**src/rtl/infer_seq_pkg.sv**
```systemverilog
`default_nettype none
// ============================================================================
// Module   : infer_seq_pkg
// Brief    : Shared types and constants for the inference sequencer.
// Revision : 1.0 - initial release
// ============================================================================
package infer_seq_pkg;

  localparam int BYTE_W = 8;

  typedef enum logic [2:0] {
    IDLE  = 3'd0,
    LOAD  = 3'd1,
    START = 3'd2,
    WAIT  = 3'd3,
    DRAIN = 3'd4
  } state_t;

endpackage
`default_nettype wire

```
**src/rtl/seq_timeout_ctr.sv**
```systemverilog
`default_nettype none
// ============================================================================
// Module   : seq_timeout_ctr
// Brief    : Cycle counter with clear, enable and expiry on TIMEOUT_CYCLES-1.
// Revision : 1.0 - initial release
// ============================================================================
module seq_timeout_ctr #(
  parameter int TIMEOUT_CYCLES = 1000000
) (
  input  logic clk,
  input  logic rst_n,
  input  logic i_load,
  input  logic i_en,
  output logic o_expire
);

  localparam int CW = $clog2(TIMEOUT_CYCLES);
  localparam logic [CW-1:0] c_last = CW'(TIMEOUT_CYCLES - 1);

  logic [CW-1:0] r_cnt;

  // Expiry is only meaningful while counting; the owner leaves WAIT on it.
  assign o_expire = i_en & (r_cnt == c_last);

  always_ff @(posedge clk or negedge rst_n) begin
    if (!rst_n) begin
      r_cnt <= '0;
    end else if (i_load || o_expire) begin
      r_cnt <= '0;
    end else if (i_en) begin
      r_cnt <= r_cnt + CW'(1);
    end
  end

endmodule
`default_nettype wire

```
**src/rtl/infer_seq_ctrl.sv**
```systemverilog
`default_nettype none
// ============================================================================
// Module   : infer_seq_ctrl
// Brief    : Host-link to ML-buffer sequencer: load, start, wait, drain.
// Revision : 1.0 - initial release
// ============================================================================
module infer_seq_ctrl
  import infer_seq_pkg::*;
#(
  parameter int N_IN           = 16,
  parameter int N_OUT          = 4,
  parameter int TIMEOUT_CYCLES = 1000000,
  parameter int CNT_W          = 16
) (
  input  logic              clk,
  input  logic              rst_n,
  input  logic [BYTE_W-1:0] host_rx_data,
  input  logic              host_rx_valid,
  output logic              host_rx_ready,
  output logic [BYTE_W-1:0] host_tx_data,
  output logic              host_tx_valid,
  input  logic              host_tx_ready,
  output logic [BYTE_W-1:0] ml_in_data,
  output logic              ml_in_wr,
  input  logic              ml_in_full,
  output logic              ml_start,
  input  logic              ml_out_valid,
  input  logic [BYTE_W-1:0] ml_out_data,
  output logic              ml_out_rd,
  output logic              busy,
  output logic              err_timeout,
  output logic [CNT_W-1:0]  inf_count
);

  localparam int IN_W  = $clog2(N_IN + 1);
  localparam int OUT_W = $clog2(N_OUT + 1);
  localparam logic [IN_W-1:0]  c_in_last  = IN_W'(N_IN - 1);
  localparam logic [OUT_W-1:0] c_out_last = OUT_W'(N_OUT - 1);

  state_t           r_state;
  state_t           w_state_next;
  logic [IN_W-1:0]  r_in_cnt;
  logic [OUT_W-1:0] r_out_cnt;
  logic             r_cap;
  logic             w_rx_fire;
  logic             w_tx_fire;
  logic             w_rd_issue;
  logic             w_drain_done;
  logic             w_timed_out;
  logic             w_tmo_load;
  logic             w_tmo_en;
  logic             w_tmo_expire;

  assign host_rx_ready = (r_state == LOAD) & ~ml_in_full;
  assign w_rx_fire     = host_rx_valid & host_rx_ready;
  assign w_tx_fire     = host_tx_valid & host_tx_ready;
  assign w_tmo_load    = (r_state == START);
  assign w_tmo_en      = (r_state == WAIT) & ~ml_out_valid;

  seq_timeout_ctr #(
    .TIMEOUT_CYCLES(TIMEOUT_CYCLES)
  ) u_tmo (
    .clk      (clk),
    .rst_n    (rst_n),
    .i_load   (w_tmo_load),
    .i_en     (w_tmo_en),
    .o_expire (w_tmo_expire)
  );

  always_ff @(posedge clk or negedge rst_n) begin
    if (!rst_n) begin
      r_state <= IDLE;
    end else begin
      r_state <= w_state_next;
    end
  end

  always_comb begin
    w_state_next = r_state;
    w_rd_issue   = 1'b0;
    w_drain_done = 1'b0;
    w_timed_out  = 1'b0;
    case (r_state)
      IDLE:  if (host_rx_valid) w_state_next = LOAD;
      LOAD:  if (w_rx_fire && (r_in_cnt == c_in_last)) w_state_next = START;
      START: w_state_next = WAIT;
      WAIT: begin
        if (ml_out_valid) begin
          w_state_next = DRAIN;
        end else if (w_tmo_expire) begin
          w_timed_out  = 1'b1;
          w_state_next = IDLE;
        end
      end
      DRAIN: begin
        if (w_tx_fire && (r_out_cnt == c_out_last)) begin
          w_drain_done = 1'b1;
          w_state_next = IDLE;
        end else begin
          // Slot is free once no read is in flight and the holding register empties this edge.
          w_rd_issue = ~ml_out_rd & ~r_cap & (~host_tx_valid | w_tx_fire);
        end
      end
      default: w_state_next = IDLE;
    endcase
  end

  always_ff @(posedge clk or negedge rst_n) begin
    if (!rst_n) begin
      r_in_cnt      <= '0;
      r_out_cnt     <= '0;
      r_cap         <= 1'b0;
      ml_in_data    <= '0;
      ml_in_wr      <= 1'b0;
      ml_start      <= 1'b0;
      ml_out_rd     <= 1'b0;
      host_tx_data  <= '0;
      host_tx_valid <= 1'b0;
      busy          <= 1'b0;
      err_timeout   <= 1'b0;
      inf_count     <= '0;
    end else begin
      ml_in_wr  <= w_rx_fire;
      ml_start  <= (r_state == START);
      ml_out_rd <= w_rd_issue;
      r_cap     <= ml_out_rd;
      busy      <= (w_state_next != IDLE);

      if (w_rx_fire) ml_in_data <= host_rx_data;

      if ((r_state == IDLE) && (w_state_next == LOAD)) begin
        r_in_cnt    <= '0;
        err_timeout <= 1'b0;
      end else if (w_rx_fire) begin
        r_in_cnt <= r_in_cnt + IN_W'(1);
      end

      if ((r_state == WAIT) && (w_state_next == DRAIN)) begin
        r_out_cnt <= '0;
      end else if (w_tx_fire) begin
        r_out_cnt <= r_out_cnt + OUT_W'(1);
      end

      if (w_timed_out) err_timeout <= 1'b1;
      if (w_drain_done) inf_count <= inf_count + CNT_W'(1);

      // Model data is valid the cycle after the read strobe.
      if (r_cap) begin
        host_tx_data  <= ml_out_data;
        host_tx_valid <= 1'b1;
      end else if (w_tx_fire) begin
        host_tx_valid <= 1'b0;
      end
    end
  end

endmodule
`default_nettype wire
```
**config.mk**
```make
export PLATFORM = sky130hd
export DESIGN_NAME = infer_seq_ctrl
export DESIGN_NICKNAME = d
export VERILOG_FILES = /design/src/rtl/infer_seq_pkg.sv /design/src/rtl/seq_timeout_ctr.sv /design/src/rtl/infer_seq_ctrl.sv
export SDC_FILE = /design/constraint.sdc
export NUM_CORES = 1
export LEC_CHECK = 0
export ABC_AREA = 1
export BUFFER_PORTS_ARGS = -buffer_cell sky130_fd_sc_hd__buf_2
export CAP_MARGIN = 0
export CORE_MARGIN = 2
export CORE_UTILIZATION = 45
export CTS_BUF_LIST = sky130_fd_sc_hd__clkbuf_4 sky130_fd_sc_hd__clkbuf_8
export DETAILED_ROUTE_END_ITERATION = 10
export GPL_TIMING_DRIVEN = 0
export PLACE_DENSITY = 0.7
export SYNTH_ARGS = -nofsm -noshare
export SYNTH_HDL_FRONTEND = slang
export SYNTH_SLANG_ARGS = --single-unit
```
**constraint.sdc**
```tcl
create_clock -name clk -period 1.8 [get_ports clk]
set_clock_uncertainty 0.15 [all_clocks]
set_input_delay 0.27 -clock clk [delete_from_list [all_inputs] [get_ports clk]]
set_output_delay 0.27 -clock clk [all_outputs]
set_load 0.02 [all_outputs]
```
==> After elaboration in Yosys (flattened, before gate mapping) <==
Index checks and enable logic that the tools add are counted.
{ "totals": {"ff_bits": 70, "latch_bits": 0, "output_inout_bits": 39, "mem_count": 0, "inputBits": 22, "ram_bits": 0, "mem_bits_ro": 0, "elab_cells": 75} }
{ "op_classes": {"div": 0, "n_addsub": 4, "reduce_logical": 12, "n_mux": 23, "multipliers": 0, "n_shift": 0, "bitwise": 13, "order_cmp": 0, "eq_ne": 9} }
{ "op_table": {"columns": ["operator", "count"], "rows": [
  ["20-bit two-way mux", 2],
  ["3-bit two-way mux", 7],
  ["20-bit by 1-bit adder with 20-bit output, second input constant", 1],
  ["20-bit equality test, second input constant", 1],
  ["16-bit by 1-bit adder with 16-bit output, second input constant", 1],
  ["3-bit case mux with 5 select lines", 1],
  ["1-bit two-way mux", 11],
  ["5-bit two-way mux", 2],
  ["2-bit nonzero test", 5],
  ["3-bit by 2-bit equality test with 1-bit output, second input constant", 3],
  ["1-bit bitwise AND", 7],
  ["3-bit by 1-bit equality test with 1-bit output, second input constant", 2],
  ["3-bit equality test, second input constant", 2],
  ["5-bit by 1-bit adder with 5-bit output, second input constant", 1],
  ["5-bit by 4-bit equality test with 1-bit output, second input constant", 1],
  ["1-bit NOT", 5],
  ["1-bit logical AND", 4],
  ["3-bit by 1-bit adder with 3-bit output, second input constant", 1],
  ["3-bit logical NOT", 1],
  ["3-bit nonzero test", 1],
  ["1-bit logical OR", 1],
  ["1-bit OR", 1]
]} }

==> Logic depth before layout (Yosys ltp) <==
{ "depth": {"depth_word": 10, "mapped_depth": 10, "depth_no_buf": 10} }

==> By module <==
A second synthesis with hierarchy kept.
{ "hier_totals": {"hier_cells": 485, "area_unflattened_um2": 3751.1} }
{ "modules_own_cells": {"columns": ["mod", "cells_each", "seq_area_each_um2", "instances", "area_per_inst_um2"], "rows": [
  ["infer_seq_ctrl", 293, 1251.2, 1, 2439.8],
  ["seq_timeout_ctr", 192, 500.5, 1, 1311.3]
]} }

==> Least setup slack after synthesis <==
No wires, ideal clock.
{ "synth_path": {"path_type": "register to register", "start": "reg r_state[1]", "end": "reg r_in_cnt[1]", "required_ns": 1.532, "slack_ns": 0.087, "arrival_ns": 1.445, "stages_incl_launch_ff": 8, "synth_period_minus_slack_ns": 1.713, "path_buffers": 1, "setup_ns": 0.118, "path_cell_list": "dfrtp_1 > inv_1 > nand3_1 > nor2_1 > nand2_1 > buf_2 > nand3_1 > nand2_1"} }
{ "synth_via": {"elab_chain_len": 9, "elab_cells_between_ends": 20, "cone_classes": "eq/ne (5); mux (7); bitwise (4); reduce/logical (4)"} }
{ "synth_lines": {"columns": ["element", "line_no", "source"], "rows": [
  ["from (decl)", "infer_seq_ctrl.sv:40", "state_t r_state;"],
  ["from (signal assigned)", "infer_seq_ctrl.sv:74", "r_state <= w_state_next;"],
  ["3-bit by 1-bit equality test with 1-bit output (*)", "infer_seq_ctrl.sv:54", "assign host_rx_ready = (r_state == LOAD) & ~ml_in_full;"],
  ["1-bit bitwise AND (*)", "infer_seq_ctrl.sv:54", null],
  ["via host_rx_ready", "infer_seq_ctrl.sv:19", "output logic host_rx_ready,"],
  ["1-bit bitwise AND (*)", "infer_seq_ctrl.sv:55", "assign w_rx_fire = host_rx_valid & host_rx_ready;"],
  ["1-bit logical AND", "infer_seq_ctrl.sv:85", "LOAD: if (w_rx_fire && (r_in_cnt == c_in_last)) w_state_next = START;"],
  ["3-bit two-way mux", "infer_seq_ctrl.sv:85", null],
  ["3-bit case mux with 5 select lines", "infer_seq_ctrl.sv:83", "case (r_state)"],
  ["3-bit by 1-bit equality test with 1-bit output", "infer_seq_ctrl.sv:131", "if ((r_state == IDLE) && (w_state_next == LOAD)) begin"],
  ["1-bit logical AND", "infer_seq_ctrl.sv:131", null],
  ["5-bit two-way mux / 2-bit nonzero test (equally long branches)", null, null],
  ["to (signal assigned)", "infer_seq_ctrl.sv:135", "r_in_cnt <= r_in_cnt + IN_W'(1);"],
  ["to (decl)", "infer_seq_ctrl.sv:42", "logic [IN_W-1:0] r_in_cnt;"]
]} }
The timed path passes the listed nets; every way through them passes the cells marked *.
A chain may end at the register's enable or synchronous reset.

==> Final worst setup path <==
{ "layout_path": {"start": "reg r_out_cnt[0]", "end": "reg inf_count[13]"} }
{ "layout_via": {"elab_chain_len": 4} }
{ "layout_lines": {"columns": ["element", "line_no", "source"], "rows": [
  ["from (decl)", "infer_seq_ctrl.sv:43", "logic [OUT_W-1:0] r_out_cnt;"],
  ["from (signal assigned)", "infer_seq_ctrl.sv:141", "r_out_cnt <= r_out_cnt + OUT_W'(1);"],
  ["3-bit by 2-bit equality test with 1-bit output", "infer_seq_ctrl.sv:96", "if (w_tx_fire && (r_out_cnt == c_out_last)) begin"],
  ["1-bit logical AND", "infer_seq_ctrl.sv:96", null],
  ["1-bit two-way mux", "infer_seq_ctrl.sv:96", null],
  ["1-bit two-way mux", "infer_seq_ctrl.sv:83", null],
  ["to (signal assigned)", "infer_seq_ctrl.sv:145", "if (w_drain_done) inf_count <= inf_count + CNT_W'(1);"],
  ["to (decl)", "infer_seq_ctrl.sv:32", "output logic [CNT_W-1:0] inf_count"]
]} }
Every way passes these cells.

==> flow_summary.json <==
{
  "final_cell_mix": "137 x nand2_1, 69 x dfrtp_1, 59 x buf_2, 52 x nor2_1, 50 x inv_1",
  "viasPerCell": 4.77,
  "synth.top_cell.area_share_pct": 49.5,
  "worst_pin_slew_ns": 0.875,
  "cts_tree": "built",
  "initialDrtViolationCount": 134,
  "drtAntennaViolNets": 0,
  "grt_usage_pct": 19.7,
  "die_y_um": 92.7,
  "pwr-share-seq_pct": 48.5,
  "port_buffers": 60,
  "htree_levels": 3,
  "netlist_area_sq_um": 3540,
  "rows": 32,
  "wl_per_cell_um": 12.1,
  "slew_viol_final": 0,
  "grt_use_met2_pct": 32.8,
  "gp_congestion": 0.809,
  "cts_buffer_depth": 2,
  "relSlewSlack_pct": 41.7,
  "power_frac_comb_pct": 11.2,
  "layout_commonest_cell": "nand2_1",
  "clk_pin_slew_ns": 0.07,
  "num_io_pins": 61,
  "synth_edf_count": 0,
  "die_area_sq_um": 8590,
  "ir_drop_uv": 586,
  "path_max_fanout": 4,
  "p_switching_mw": 0.911,
  "ys_ff_latch": 70,
  "leakagePower_nw": 2.26,
  "worst-setup-path-type": "reg2reg",
  "initial_utilization_pct": 46.1,
  "fp.dieW_um": 92.7,
  "grt_max_degree": 71,
  "drive_gt1_share_pct": 23.1,
  "core_area_sq_um": 7690,
  "worstHoldPathType": "in2reg",
  "dpl.cell_count": 602,
  "vias": 3064,
  "yosys_warnings": 0,
  "required_ns": 1.89,
  "nets": 564,
  "cts_sinks": 70,
  "rsz0062_at_grt": "yes",
  "antenna_found_initial": 0,
  "grt.busiest_layer": "met2",
  "final_cells": 643,
  "diodes": 0,
  "cts_made_buffers": 9,
  "async_reset_ff_share_pct": 100,
  "insertion_delay_ns": 0.35,
  "intPower_mw": 2.66,
  "place_ws_ns": -0.0896,
  "first_pass_iters": 4,
  "setup_viol": 0,
  "start_kind": "flip-flop",
  "cp-end-kind": "flip-flop",
  "grt_pass1_vias": 2925,
  "routed_wl_um": 7790,
  "fmax_mhz": 567,
  "postLayoutSetupSlackWorst_ns": 0.0358,
  "dp_hpwl_um": 5200,
  "netlist_instances": 440,
  "hold_viol": 0,
  "max_cap_violations": 0,
  "period_minus_slack_ns": 1.76,
  "grt_overflow": 0,
  "cts-root-buf": "clkbuf_8",
  "syn_nets": 468,
  "gr-usage-met1_pct": 25.8,
  "synth_top_cell_by_area": "dfrtp_1",
  "seq_area_frac_synth_pct": 49.5,
  "final_util_pct": 58.7,
  "status": "completed",
  "p_sw_share_pct": 25.5,
  "grt_pass1_wl_um": 13300,
  "timing.critical_path.arrival_ns": 1.85,
  "pwr-share-clk_pct": 40.3,
  "syn2layout_area_growth_pct": 27.4,
  "drc_errors": 0,
  "p_per_area_nw_per_um2": 792,
  "syn_avg_cell_area_sq_um": 8.05,
  "synth_ff_type": "dfrtp_1",
  "min_period_over_period_pct": 98.0,
  "synthTopCellsByArea": "dfrtp_1 49%, nand2_1 15%, nor2_1 5.8%, inv_1 5.4%, xor2_1 4.2%",
  "grt_use_met3_pct": 4.56,
  "ys_types": 35
}
## Yosys cell counts, types with 3 or more instances
cell,count
xor2_1,17
nand4_1,6
nor2_1,55
nor2_4,5
a21oi_1,8
inv_2,3
nand2_1,138
nor3_1,19
dfrtp_1,70
inv_1,51
nand3_1,22
ha_1,6
nor3_2,3
o21ai_0,10
## kinds of logic (layout without fill, tap and decap cells)
family          after synthesis  after routing  share of synthesized area [%]
compound gates               23             23                           3.89
xor+xnor                     19             19                           4.70
buf+inv                      61            162                           6.96
simple gates                261            261                           32.9
fa+ha+maj                     6              6                           2.12
flops                        70             70                           49.5
## final timing paths
check | startpoint | to | slack (ns) | cells past startpoint
worst max-delay path | r_out_cnt[0] | inf_count[13] | 0.04 | 9
min in group asynchronous | rst_n | host_tx_data[1] | 0.42 | 2
max in group asynchronous | rst_n | r_state[2] | 0.44 | 2
worst min register to register | ml_out_rd | r_cap | 0.27 | 0
worst max register to register | r_out_cnt[0] | inf_count[13] | 0.04 | 9
worst min-delay path | host_tx_ready | host_tx_valid | 0.04 | 2
## final cells by class
cell class	count	area, sq um
Timing Repair Buffer	85	539
Fill cell	708	3180
Sequential cell	70	1750
Inverter	55	206
Tap cell	102	128
Clock buffer	11	145
Multi-Input combinational cell	309	1620
Clock inverter	5	82.6
Buffer	6	42.5
## per-stage QoR
| stage | power (mW) | hold slack, ns | instance area, sq um | TNS [ns] |
|---|---|---|---|---|
| 3_5_place_dp | 2.11 | 0.240 | 3970 | -0.284 |
| 5_1_grt | 3.75 | 0.0583 | 4510 | -0.204 |
| 6_report | 3.57 | 0.0416 | 4510 | 0 |
| 3_3_place_gp | 2.10 | 0.246 | 3970 | -7.14 |
| 4_1_cts | 3.60 | 0.0372 | 4410 | 0 |
| 2_1_floorplan | 1.97 | -0.176 | 3540 | 0 |
## power groups by stage
stage / clock network [mW] / logic (mW) / registers (mW)
2_1_floorplan: 0 / 0.171 / 1.80
3_3_place_gp: 0 / 0.342 / 1.75
3_5_place_dp: 0 / 0.356 / 1.76
4_1_cts: 1.48 / 0.388 / 1.73
5_1_grt: 1.55 / 0.457 / 1.74
6_report: 1.44 / 0.400 / 1.73
## repair_timing
action	in CTS	in global routing
resized for setup	3	18
endpoints found under the setup margin	22	21
pin swaps	1	7
hold buffers	17	0
hold endpoints to repair	86	0
setup buffers	3	6
## critical path: stages (launching register included)
cell	delay, ns
dfrtp_1	0.37
ha_2	0.20
ha_4	0.13
inv_2	0.04
nor2_4	0.12
nand3_4	0.13
nor2_4	0.16
buf_4	0.13
nand4_1	0.08
xor2_1	0.16
## state kept, by name (all words and copies together), names as in the netlist
register	count
busy	1
err_timeout	1
host_tx_data	8
host_tx_valid	1
inf_count	16
ml_in_data	8
ml_in_wr	1
ml_out_rd	1
ml_start	1
r_cap	1
r_in_cnt	5
r_out_cnt	3
r_state	3
u_tmo.r_cnt	20
## routing by layer
layer / wire (um) / part of all wire (%)
met1: 3630 / 47
met2: 3790 / 49
met3: 288 / 3.7
met4: 85 / 1.1
met5: 0 / 0
Power figures use the tool's default switching activity.
